<file path="config.mk">
export PLATFORM = sky130hd
export DESIGN_NAME = filter_iq_axis_stall_detector_flat
export DESIGN_NICKNAME = d
export VERILOG_FILES = /design/src/rtl/filter_iq_axis_stall_detector_pkg.sv /design/src/rtl/filter_iq_axis_stall_detector_if.sv /design/src/rtl/filter_iq_axis_stall_detector_port.sv /design/src/rtl/filter_iq_axis_stall_detector.sv /design/src/flat_wrapper.sv
export SDC_FILE = /design/constraint.sdc
export NUM_CORES = 1
export LEC_CHECK = 0
export CAP_MARGIN = 25
export CORE_MARGIN = 10
export CORE_UTILIZATION = 55
export CTS_CLUSTER_SIZE = 30
export DETAILED_ROUTE_END_ITERATION = 8
export GPL_ROUTABILITY_DRIVEN = 0
export HOLD_SLACK_MARGIN = 0.06
export PLACE_DENSITY = 0.78
export SYNTH_ARGS = -nofsm -noshare
export SYNTH_HDL_FRONTEND = slang
export SYNTH_SLANG_ARGS = --single-unit
export TNS_END_PERCENT = 30
</file>
<file path="constraint.sdc">
create_clock -name clock -period 7.4 [get_ports clock]
set_clock_uncertainty 0.2 [all_clocks]
set_input_delay 1.85 -clock clock [delete_from_list [all_inputs] [get_ports clock]]
set_output_delay 1.85 -clock clock [all_outputs]
set_load 0.1 [all_outputs]
</file>
<file path="src/rtl/filter_iq_axis_stall_detector_pkg.sv">
// Shared types and helpers for the filter_iq stall detector.
// Optional stall statistics are enabled with FILTER_IQ_STALL_STATS_EN.
package filter_iq_pkg;

    typedef enum logic [1:0] {
        IDLE     = 2'd0,
        COUNTING = 2'd1,
        BLOCKED  = 2'd2
    } stall_state_t;

    localparam int unsigned STALL_CNT_W_DEFAULT = 16;

    // Increment that sticks at the all-ones value of a w-bit counter (w <= 32).
    function automatic logic [31:0] sat_inc(input logic [31:0] v, input int unsigned w);
        logic [31:0] max_v;
        if (w >= 32) begin
            max_v = '1;
        end else begin
            max_v = (32'd1 << w) - 32'd1;
        end
        return (v >= max_v) ? max_v : v + 32'd1;
    endfunction

endpackage

</file>
<file path="src/rtl/filter_iq_axis_stall_detector_if.sv">
// tvalid/tready bundle of the monitored filter_iq stream ports.
interface filter_iq_axis_stall_detector_if #(
    parameter int unsigned N_PORTS = 2
);
    logic [N_PORTS-1:0] axis_tvalid;
    logic [N_PORTS-1:0] axis_tready;

    modport master (output axis_tvalid, output axis_tready);
    modport slave  (input  axis_tvalid, input  axis_tready);
endinterface

</file>
<file path="src/rtl/filter_iq_axis_stall_detector_port.sv">
// One monitored port: stall run-length FSM plus optional stall event counter.
// Stats counter exists only when FILTER_IQ_STALL_STATS_EN is defined.
module filter_iq_stall_port
    import filter_iq_pkg::*;
#(
    parameter int unsigned CNT_W    = STALL_CNT_W_DEFAULT,
    parameter bit          IS_INPUT = 1'b0
) (
    input  logic             clock,
    input  logic             reset,
    input  logic             tvalid,
    input  logic             tready,
    input  logic [CNT_W-1:0] threshold,
    output logic             blocked,
    output logic             blocked_next_c
`ifdef FILTER_IQ_STALL_STATS_EN
    ,
    output logic [CNT_W-1:0] stat_count
`endif
);

    stall_state_t     state, state_next;
    logic [CNT_W-1:0] cnt, cnt_next;
    logic             cond_c;
    logic             thr_zero_c;
    logic [CNT_W-1:0] cnt_inc_c;

    // Input ports stall when starved, output ports when back-pressured.
    assign cond_c     = IS_INPUT ? (tready & ~tvalid) : (tvalid & ~tready);
    assign thr_zero_c = (threshold == '0);
    assign cnt_inc_c  = CNT_W'(sat_inc(32'(cnt), CNT_W));

    always_ff @(posedge clock or posedge reset) begin
        if (reset) begin
            state   <= IDLE;
            cnt     <= '0;
            blocked <= 1'b0;
        end else begin
            state   <= state_next;
            cnt     <= cnt_next;
            blocked <= (state_next == BLOCKED);
        end
    end

    always_comb begin
        state_next = state;
        cnt_next   = cnt;
        case (state)
            IDLE: begin
                if (cond_c && !thr_zero_c) begin
                    cnt_next   = CNT_W'(1);
                    state_next = (threshold == CNT_W'(1)) ? BLOCKED : COUNTING;
                end
            end
            COUNTING: begin
                if (!cond_c || thr_zero_c) begin
                    state_next = IDLE;
                    cnt_next   = '0;
                end else begin
                    cnt_next = cnt_inc_c;
                    if (cnt_inc_c >= threshold) begin
                        state_next = BLOCKED;
                    end
                end
            end
            BLOCKED: begin
                if (!cond_c || thr_zero_c) begin
                    state_next = IDLE;
                    cnt_next   = '0;
                end
            end
            default: begin
                state_next = IDLE;
                cnt_next   = '0;
            end
        endcase
    end

    assign blocked_next_c = (state_next == BLOCKED);

`ifdef FILTER_IQ_STALL_STATS_EN
    // Counts entries into BLOCKED; sticks at all-ones until reset.
    always_ff @(posedge clock or posedge reset) begin
        if (reset) begin
            stat_count <= '0;
        end else if ((state_next == BLOCKED) && (state != BLOCKED)) begin
            stat_count <= CNT_W'(sat_inc(32'(stat_count), CNT_W));
        end
    end
`endif

endmodule

</file>
<file path="src/rtl/filter_iq_axis_stall_detector.sv">
// Per-port AXI-Stream stall detector feeding the filter_iq deadlock monitor.
// Define FILTER_IQ_STALL_STATS_EN to add the stall_count statistics port.
module filter_iq_axis_stall_detector
    import filter_iq_pkg::*;
#(
    parameter int unsigned        N_PORTS       = 2,
    parameter int unsigned        CNT_W         = STALL_CNT_W_DEFAULT,
    parameter logic [N_PORTS-1:0] PORT_IS_INPUT = N_PORTS'(1)
) (
    input  logic                              clock,
    input  logic                              reset,
    filter_iq_axis_stall_detector_if.slave    axis,
    input  logic [CNT_W-1:0]                  threshold,
    output logic [N_PORTS-1:0]                axis_block_sigs,
    output logic                              any_block
`ifdef FILTER_IQ_STALL_STATS_EN
    ,
    output logic [N_PORTS*CNT_W-1:0]          stall_count
`endif
);

    logic [N_PORTS-1:0] next_flags_c;

    for (genvar i = 0; i < N_PORTS; i++) begin : g_port
        filter_iq_stall_port #(
            .CNT_W    (CNT_W),
            .IS_INPUT (PORT_IS_INPUT[i])
        ) u_port (
            .clock          (clock),
            .reset          (reset),
            .tvalid         (axis.axis_tvalid[i]),
            .tready         (axis.axis_tready[i]),
            .threshold      (threshold),
            .blocked        (axis_block_sigs[i]),
            .blocked_next_c (next_flags_c[i])
`ifdef FILTER_IQ_STALL_STATS_EN
            ,
            .stat_count     (stall_count[i*CNT_W +: CNT_W])
`endif
        );
    end

    // Built from next-state flags so it lines up with axis_block_sigs.
    always_ff @(posedge clock or posedge reset) begin
        if (reset) begin
            any_block <= 1'b0;
        end else begin
            any_block <= |next_flags_c;
        end
    end

endmodule

</file>
<file path="src/flat_wrapper.sv">
// flat-port wrapper written by rule: the top's interface ports become plain ports
module filter_iq_axis_stall_detector_flat import filter_iq_pkg::*;
#(
    parameter int unsigned        N_PORTS       = 2,
    parameter int unsigned        CNT_W         = STALL_CNT_W_DEFAULT,
    parameter logic [N_PORTS-1:0] PORT_IS_INPUT = N_PORTS'(1)
)
  (clock, reset, threshold, axis_block_sigs, any_block, axis_axis_tvalid, axis_axis_tready);
  filter_iq_axis_stall_detector_if #(.N_PORTS(N_PORTS)) axis_i ();
  input  logic clock;
  input  logic reset;
  input  logic [CNT_W-1:0] threshold;
  output logic [N_PORTS-1:0] axis_block_sigs;
  output logic any_block;
  input wire logic [$bits(axis_i.axis_tvalid)-1:0] axis_axis_tvalid;
  input wire logic [$bits(axis_i.axis_tready)-1:0] axis_axis_tready;
  assign axis_i.axis_tvalid = axis_axis_tvalid;
  assign axis_i.axis_tready = axis_axis_tready;
  filter_iq_axis_stall_detector #(.N_PORTS(N_PORTS), .CNT_W(CNT_W), .PORT_IS_INPUT(PORT_IS_INPUT)) u_core (.clock(clock), .reset(reset), .axis(axis_i), .threshold(threshold), .axis_block_sigs(axis_block_sigs), .any_block(any_block));
endmodule
</file>
==> results by group, run 1 <==
Run status
  – Status: finished, final reports clean

Worst setup path
  – Max incr delay on CP: 560 ps
  – Worst path bufs/invs: 1
  – CP cell instances: clkdlybuf4s50_1, or4_4, nor4_2, a21oi_1, xnor2_1, and2_1, a221o_1
  – Startpoint types: input pin
  – Critical Path Sink Type: flip-flop
  – CP required: 7390 ps
  – Critical Path Fanout Max: 13
  – Critical path arrival: 4560 ps
  – Crit path max-delay family: simple AND/OR/NAND/NOR gates
  – Slowest CP cell: or4_4
  – Crit path kind: input pin to flip-flop
  – RR Startpoint: u_core.g_port[0].u_port.cnt[0]$_DFFE_PP0P_
  – CP Launch Point: threshold[2]

Global route
  – Antenna violations before repair: 0
  – Total track usage: 17.5%
  – Gr ovfl total: 0
  – Vias in the first global route: roughly 3100
  – Largest net degree at the start of global routing: 40
  – First-pass GRT wire length: between 10000 and 15000 um

Drt
  – DRT Wirelength: 8250 um
  – Vias per inst: 6.30
  – Pre-Repair DR Iteration Count: 4
  – Antenna-violating nets left: 0
  – Avg WL per Cell: 16.7 um
  – DR vias: 3118
  – Residual DRC: 0
  – Initial drt markers: 139

Flow run
  – Max-cap violations: 0

Worst hold path
  – Hold Crit Class: flip-flop to flip-flop
  – Min-Delay Startpoint: u_core.g_port[1].u_port.cnt[9]$_DFFE_PP0P_

Synth
  – Synth top area share: a little under 30%
  – Post-synth top flop: dfrtp_1
  – Commonest cells in the netlist: 39 x dfrtp_1, 34 x ha_1, 34 x nand3_1
  – Warnings, synthesis: 0
  – Dominant cell type by area after synthesis: dfrtp_1
  – Cell count after synthesis: 399
  – Adder-Cell Fraction of Synth Area: between 10% and 20%
  – Share of the yosys chip area belonging to registers: 29.2%
  – Largest family of logic cells by synthesized area: simple AND/OR/NAND/NOR gates
  – XOR/XNOR Fraction of Synth Area: 2.32%
  – Mapped Area: about 3300 sq um
  – Simple-Gate Fraction of Synth Area: 26.8%
  – Syn Nets: ~460
  – Number of synthesized register bits: 39
  – Syn Area/Cell: 8.36 sq um
  – Synth unique cells: 55
  – Synth async-reset ratio: 100%
  – Most common cell in the synthesized netlist: dfrtp_1
  – Mux cell area share after synthesis: 0.600%
  – Compound-gate portion of the synthesized area: 23.0%
  – Top post-synthesis cells by area: dfrtp_1 29%, ha_1 13%, nand3_1 5.1%, a21o_1 4.3%, nand2_1 3.4%
  – Number of synthesized flops with an enable pin: 0

Floorplan
  – Die height: 97.9 um
  – Die area: 9580 sq um
  – Die X: 97.9 um
  – Starting Density: between 50% and 60%
  – Row count: 28
  – Core Region: 5920 sq um
  – # IOs: 25

Clock tree
  – Clock Tree Buf Depth: 2
  – Setup Fix Bufs, Post-CTS: 0
  – TritonCTS buffer count: 5
  – Clock Latency Late Sink: 320 ps
  – TritonCTS clock tree: yes
  – H-tree levels: 2
  – Clk root buf: clkbuf_8
  – CTS resizes: 0
  – # hold bufs at CTS: 0
  – Clk sinks: 39
  – Worst-path clk slew: approximately 70 ps

STA
  – Least-Margin Pin Slew: 980 ps
  – Pins Over Slew Limit: 0
  – Fmax: 219 MHz
  – Final hold violation count: 0
  – Final setup vio count: 0
  – Post-route clock period utilization: 61.7%
  – Max-slew headroom: between 30% and 40%
  – Fin Setup TNS: 0 ps
  – RSZ-0062 raised after global routing: false
  – Min cycle time layout: about 4600 ps

Layout
  – Final net count: 475
  – Area growth syn-to-layout: 11.2%
  – N_diodes: 0
  – Post-route cell area: 3710 sq um
  – Share of layout cells above drive strength 1: 6.19%
  – Post-layout util: roughly 63%

Placement
  – Placed Area: 3620 sq um
  – Port Buffers: 24
  – Detailed placer's ending HPWL: 6290 um

Pwr
  – Pwr per Cell Area: 118 nW/um^2
  – Max VDD drop: 0.0909 mV
  – Leak: 1.87 nW
==> power by group <==
group / internal (mW) / switching (mW) / leakage [nW]
clock network: 0.0646 / 0.0827 / 0.0477
logic: 0.0313 / 0.0373 / 1.28
registers: 0.217 / 0.00524 / 0.539
total: 0.312 / 0.125 / 1.87
==> path summary, 6_finish.rpt <==
check | end | slack [ps] | cells after the start
max | u_core.g_port[1].u_port.cnt[7]$_DFFE_PP0P_ | 2830 | 7
min | u_core.g_port[1].u_port.cnt[9]$_DFFE_PP0P_ | 330 | 1
min reg2reg | u_core.g_port[1].u_port.cnt[9]$_DFFE_PP0P_ | 330 | 1
min in group asynchronous | u_core.g_port[0].u_port.cnt[11]$_DFFE_PP0P_ | 1760 | 3
max reg2reg | u_core.any_block$_DFF_PP0_ | 3240 | 13
max in group asynchronous | u_core.g_port[1].u_port.cnt[7]$_DFFE_PP0P_ | 4860 | 3
==> final cells by class <==
class | instances | area [sq um]
clock inverter | 3 | 15.0
multi-input combinational | 318 | 2190
tap | 75 | 93.8
timing repair buffer | 28 | 270
sequential | 39 | 976
inverter | 27 | 101
fill | 519 | 2210
clock buffer | 5 | 68.8
==> placed cells by master (no fill, tap or decap), drive strengths merged, types with 14 or more instances in the layout <==
cell type,instances
nand2b,16
nand2,30
clkdlybuf4s50,24
nor2,18
a21o,19
a31oi,14
and3,14
o21ai,17
nand3,34
ha,34
a21oi,21
inv,27
dfrtp,39
==> layer usage <==
layer	share of wire, %	vias to the layer above	wire [um]	global-route usage (%)
met5	0	-	0	0
met4	1.4	0	115	6.94
met3	4.4	11	367	3.74
met2	51	66	4210	30.3
met1	43	1515	3560	20.5
li1	-	1526	-	-
==> flip-flops by register name, summed over array words and instances, names as in the netlist <==
name / count
u_core.any_block: 1
u_core.g_port.u_port.blocked: 2
u_core.g_port.u_port.cnt: 32
u_core.g_port.u_port.state: 4
==> cell families after synthesis <==
family          count (synthesis)
buf+inv                        42
mux                             2
fa+ha+maj                      34
flops                          39
compound gates                111
simple gates                  163
xor+xnor                        8
==> through the flow <==
| stage | instances | worst slack (ps) | hold WS (ps) | power (mW) |
|---|---|---|---|---|
| after floorplan | 399 | 3170 | 279 | 0.267 |
| after global placement | 486 | 2320 | 297 | 0.292 |
| after detailed placement | 486 | 2280 | 304 | 0.294 |
| after CTS | 494 | 2600 | 324 | 0.439 |
| after global routing | 495 | 2560 | 359 | 0.456 |
| final | 495 | 2830 | 328 | 0.438 |
Note: power is estimated with default switching activity, not from simulation.
==> run 2: changes to the inputs <==
- CORE_UTILIZATION: 55 -> 54
- PLACE_DENSITY: 0.78 -> 0.79
- clock period: 7.4 -> 4 ns (I/O delays scaled with it)
==> run 2 against run 1 <==
Net effect: die area grew 1.5%; sequential cell count unchanged; utilization grew 2.1 points; sequential share of layout area fell by 1.0 points; power increased by 120%; global-route usage is 0.27 points higher; combinational power is 100% higher; cell area increased by 3.9%; setup slack got worse by 2600 ps; critical path depth is 7 higher; critical endpoint is now u_core.any_block$_DFF_PP0_; highest routed layer unchanged.
==> results by group, run 2 (synthesis results as in run 1) <==
Run status
  – Status: finished, final reports clean

Clock tree
  – Worst-path clk slew: about 80 ps
  – Clk root buf: clkbuf_8
  – H-tree levels: 2
  – # hold bufs at CTS: 0
  – Clk sinks: 39
  – Clock Tree Buf Depth: 2
  – Setup Fix Bufs, Post-CTS: 0
  – CTS resizes: 0
  – Clock Latency Late Sink: 300 ps
  – TritonCTS buffer count: 5
  – TritonCTS clock tree: yes

Placement
  – Placed Area: 3720 sq um
  – # placed instances: 499
  – Port Buffers: 24
  – Detailed placer's ending HPWL: ~6800 um
  – Dpl ws: between 100 and 150 ps

Worst setup path
  – CP required: 3990 ps
  – Critical Path Fanout Max: 6
  – Critical Path Sink Type: flip-flop
  – R2R depth: 14
  – Critical path arrival: 3760 ps
  – RR Startpoint: u_core.g_port[0].u_port.cnt[0]$_DFFE_PP0P_
  – Crit path kind: flip-flop to flip-flop
  – Setup slack, reg-to-reg: 230 ps
  – End of the worst register-to-register path: u_core.any_block$_DFF_PP0_
  – Startpoint types: flip-flop
  – CP Launch Point: u_core.g_port[0].u_port.cnt[0]$_DFFE_PP0P_

Pwr
  – Power share of the clock group: 42.3%
  – Pwr per Cell Area: 245 nW/um^2
  – Register share of total power: 43.2%
  – Internal power: 712 uW
  – P_sw: approximately 230 uW
  – Leak: 1.94 nW
  – Comb power frac: 14.5%
  – Tot Pwr: 947 uW
  – Max VDD drop: 0.191 mV
  – Sw Share: about a quarter

Floorplan
  – Core Region: 5960 sq um
  – Row count: 28
  – Die height: approximately 99 um
  – Die X: 98.6 um
  – Die area: 9720 sq um
  – Starting Density: 56.0%
  – # IOs: 25

Layout
  – Post-route cell area: just under 4000 sq um
  – Share of layout cells above drive strength 1: 9.03%
  – Final net count: between 400 and 500
  – Final cell count without fillers: 507
  – N_diodes: 0
  – Most common cell after layout, fill and taps aside: dfrtp_1
  – Post-layout util: 64.8%
  – Area growth syn-to-layout: 15.6%
  – Commonest non-fill, non-tap cells in the layout: 39 x dfrtp_1, 34 x nand3_1, 34 x ha_1, 30 x nand2_1, 27 x inv_1
  – Max reg flops: 32
  – Fill count: between 500 and 600
  – Largest regs: u_core.g_port.u_port.cnt: 32 flops, u_core.g_port.u_port.state: 4 flops, u_core.g_port.u_port.blocked: 2 flops
  – Register name with the most flops: u_core.g_port.u_port.cnt

STA
  – Final setup vio count: 0
  – Max-slew headroom: 35.1%
  – Final hold violation count: 0
  – RSZ-0062 raised after global routing: false
  – Post-route clock period utilization: 94.2%
  – Least-Margin Pin Slew: 971 ps
  – Worst slack on hold paths: 329 ps
  – Pins Over Slew Limit: 0
  – Fin Setup TNS: 0 ps
  – Fmax: 265 MHz
  – Min cycle time layout: 3770 ps
  – Final WS setup: 230 ps

Drt
  – DRT Wirelength: approximately 8700 um
  – Residual DRC: 0
  – Antenna-violating nets left: 0
  – Pre-Repair DR Iteration Count: 5
  – Vias per inst: roughly 6.2
  – Initial drt markers: 210
  – Avg WL per Cell: 17.2 um
  – DR vias: 3164

Worst hold path
  – Hold Crit Class: flip-flop to flip-flop
  – Min-Delay Startpoint: u_core.g_port[1].u_port.cnt[12]$_DFFE_PP0P_
  – Hold depth: 1
  – Min-Delay Endpoint: u_core.g_port[1].u_port.cnt[12]$_DFFE_PP0P_

Flow run
  – Max-cap violations: 0

Global route
  – First-pass GRT wire length: ~15000 um
  – Gr ovfl total: 0
  – Vias in the first global route: 3128
  – Largest net degree at the start of global routing: 21
  – Antenna violations before repair: 0
  – Total track usage: 17.8%
-- run 2: final cells by class --
| type | instances | area, sq um | area share (%) |
|---|---|---|---|
| flip-flops and latches | 39 | 976 | 25.3 |
| multi-input cells | 318 | 2190 | 56.8 |
| well taps | 75 | 93.8 | 2.43 |
| inverters | 27 | 101 | 2.63 |
| repair buffers | 40 | 360 | 9.34 |
| clock inverters | 3 | 67.6 | 1.75 |
| clock buffers | 5 | 68.8 | 1.78 |
-- run 2: power by group through the flow --
stage / Sequential, mW / Clock, mW / Combinational [mW]
detailed placement: 0.416 / 0 / 0.136
finish: 0.409 / 0.400 / 0.138
global route: 0.409 / 0.422 / 0.154
CTS: 0.409 / 0.409 / 0.137
floorplan: 0.414 / 0 / 0.0804
global placement: 0.416 / 0 / 0.131
-- run 2: how the worst max path moves through the flow --
stage / to / slack, ps / cells past startpoint
6_report: u_core.any_block$_DFF_PP0_ / 230 / 14
4_1_cts: u_core.any_block$_DFF_PP0_ / 180 / 14
3_5_place_dp: u_core.g_port[1].u_port.cnt[7]$_DFFE_PP0P_ / 120 / 7
5_1_grt: u_core.any_block$_DFF_PP0_ / 90 / 13
2_1_floorplan: u_core.any_block$_DFF_PP0_ / 270 / 14
3_3_place_gp: u_core.g_port[1].u_port.cnt[7]$_DFFE_PP0P_ / 150 / 7
-- run 2: metal layers --
layer	up-vias	wire length (um)	track usage, %
met2	84	4490	32.5
met5	-	0	0
met1	1514	3670	20.7
li1	1551	-	-
met3	15	396	2.65
met4	0	154	5.40
-- run 2: critical path, cell delays in order (launching register included) --
cell and delay, ps:
dfrtp_1 430, ha_1 220, nand3_1 200, nor4_1 330, buf_4 200, and3_1 210, nand3_1 110, o21a_1 140
ha_1 290, and4_1 200, nor3b_1 150, a311o_1 370, a21oi_2 170, o32ai_1 140, or2_2 300
==> run 3: changes to the inputs <==
- CAP_MARGIN: 25 -> 5
- PLACE_DENSITY: 0.79 -> 0.87
==> run 3 against run 2 <==
Net effect: via count grew 0.57%; count of clock-buffer cells in the layout rose by 1; die area did not move; sequential cell count did not move; largest power group unchanged; highest routed layer unchanged.
==> results by group, run 3 (synthesis results as in run 1) <==
STA
  – RSZ-0062 raised after global routing: false
  – Post-route clock period utilization: 93.7%
  – Max-slew headroom: 34.4%
  – Final hold violation count: 0
  – Least-Margin Pin Slew: 982 ps
  – Final setup vio count: 0
  – Fin Setup TNS: 0 ps
  – Min cycle time layout: between 3000 and 4000 ps
  – Fmax: 267 MHz
  – Pins Over Slew Limit: 0

Global route
  – First-pass GRT wire length: 14100 um
  – Total track usage: 17.2%
  – Antenna violations before repair: 0
  – Largest net degree at the start of global routing: 32
  – Vias in the first global route: around 3000
  – Gr ovfl total: 0

Clock tree
  – TritonCTS buffer count: 5
  – Clock Latency Late Sink: 290 ps
  – Clk root buf: clkbuf_8
  – Worst-path clk slew: roughly 80 ps
  – H-tree levels: 2
  – Clock Tree Buf Depth: 2
  – Clk sinks: 39
  – # hold bufs at CTS: 0
  – TritonCTS clock tree: yes

Layout
  – Most common cell after layout, fill and taps aside: dfrtp_1
  – Share of layout cells above drive strength 1: 8.39%
  – Fill count: 498
  – Post-route cell area: 3820 sq um
  – Largest regs: u_core.g_port.u_port.cnt: 32 flops, u_core.g_port.u_port.state: 4 flops, u_core.g_port.u_port.blocked: 2 flops
  – N_diodes: 0
  – Final net count: 484
  – Commonest non-fill, non-tap cells in the layout: 39 x dfrtp_1, 34 x nand3_1, 34 x ha_1, 30 x nand2_1, 27 x inv_1
  – Max reg flops: 32
  – Register name with the most flops: u_core.g_port.u_port.cnt
  – Area growth syn-to-layout: 14.4%

Drt
  – Residual DRC: 0
  – Vias per inst: 6.31
  – Antenna-violating nets left: 0
  – Initial drt markers: ~190
  – DRT Wirelength: ~8500 um
  – DR vias: 3182
  – Avg WL per Cell: 16.8 um
  – Pre-Repair DR Iteration Count: 5

Worst setup path
  – Crit path kind: flip-flop to flip-flop
  – Slowest CP cell: dfrtp_1
  – Worst path bufs/invs: 1
  – Critical Path Fanout Max: 6
  – Critical path arrival: ~3700 ps
  – CP cell instances: ha_1, nand3_1, nor4_1, buf_4, and3_1, nand3_1, o21a_1, ha_1, and4_1, nor3b_1, a311o_1, a21oi_2, o32ai_1, or2_2
  – Crit path max-delay family: simple AND/OR/NAND/NOR gates
  – Startpoint types: flip-flop
  – Critical Path Sink Type: flip-flop
  – Max incr delay on CP: 430 ps
  – CP required: 3980 ps

Placement
  – Detailed placer's ending HPWL: around 6700 um
  – Placed Area: 3690 sq um
  – Port Buffers: 24

Pwr
  – Tot Pwr: 888 uW
  – Pwr per Cell Area: roughly 230 nW/um^2
  – Max VDD drop: 0.180 mV
  – Leak: 1.93 nW

Run status
  – Status: finished, final reports clean

Floorplan
  – # IOs: 25
  – Die height: 98.6 um
  – Row count: 28
  – Core Region: 5960 sq um
  – Die area: 9720 sq um
  – Die X: 98.6 um
  – Starting Density: ~56%

Worst hold path
  – Hold Crit Class: flip-flop to flip-flop

Flow run
  – Max-cap violations: 0
-- run 3: cell count changes in the layout (fill, tap and decap cells not counted), sizes merged --
| cell | previous run | this run |
|---|---|---|
| buf | 16 | 13 |
| bufinv | 2 | 1 |
| clkbuf | 5 | 6 |
| clkinv | 0 | 1 |
| clkinvlp | 1 | 0 |
-- run 3: final cells by class --
type	count	area (sq um)	share of cell area [%]
clock buffer	6	82.6	2.16
clock inverter	2	35.0	0.918
inverter	27	101	2.66
multi-input combinational	318	2190	57.4
sequential	39	976	25.6
tap	75	93.8	2.46
timing repair buffer	37	338	8.85
-- run 3: worst reg2reg max path, stage by stage, from the launching register on --
cell     delay [ps]
dfrtp_1         430
ha_1            210
nand3_1         170
nor4_1          310
buf_4           190
and3_1          210
nand3_1         120
o21a_1          140
ha_1            300
and4_1          210
nor3b_1         150
a311o_1         360
a21oi_2         180
o32ai_1         130
or2_2           300
-- run 3: power breakdown --
part | internal (mW) | switching [mW] | leakage (nW) | total [mW]
clock network | 0.202 | 0.143 | 0.0612 | 0.345
logic | 0.0607 | 0.0715 | 1.33 | 0.132
registers | 0.400 | 0.0103 | 0.539 | 0.411
total | 0.663 | 0.225 | 1.93 | 0.888
-- run 3: worst paths after layout --
kind / from / to / slack, ps / depth (start not counted)
min: u_core.g_port[1].u_port.cnt[9]$_DFFE_PP0P_ / u_core.g_port[1].u_port.cnt[9]$_DFFE_PP0P_ / 330 / 1
max in group asynchronous: reset / u_core.g_port[0].u_port.cnt[1]$_DFFE_PP0P_ / 2110 / 3
min reg2reg: u_core.g_port[1].u_port.cnt[9]$_DFFE_PP0P_ / u_core.g_port[1].u_port.cnt[9]$_DFFE_PP0P_ / 330 / 1
min in group asynchronous: reset / u_core.g_port[0].u_port.cnt[13]$_DFFE_PP0P_ / 750 / 2
max reg2reg: u_core.g_port[0].u_port.cnt[0]$_DFFE_PP0P_ / u_core.any_block$_DFF_PP0_ / 250 / 14
max: u_core.g_port[0].u_port.cnt[0]$_DFFE_PP0P_ / u_core.any_block$_DFF_PP0_ / 250 / 14
-- run 3: per-stage QoR --
stage,utilization (%),worst slack (ps),hold slack (ps),instances
detailed placement,62.0,190,305,496
global placement,62.0,246,295,496
CTS,64.0,212,323,504
finish,64.1,250,327,504
global route,64.1,56.4,359,504
floorplan,-,267,279,399
-- run 3: layer usage --
layer / wire length (um) / up-vias / global-route usage, %
met4: 153 / 0 / 5.29
met1: 3520 / 1539 / 19.3
met2: 4450 / 87 / 32.0
met3: 351 / 13 / 3.00
met5: 0 / - / 0
li1: - / 1543 / -
-- run 3: what timing repair did --
item | CTS | global route
endpoints found under the setup margin | 0 | 1
gates resized for setup | 0 | 1
setup buffers | 0 | 0
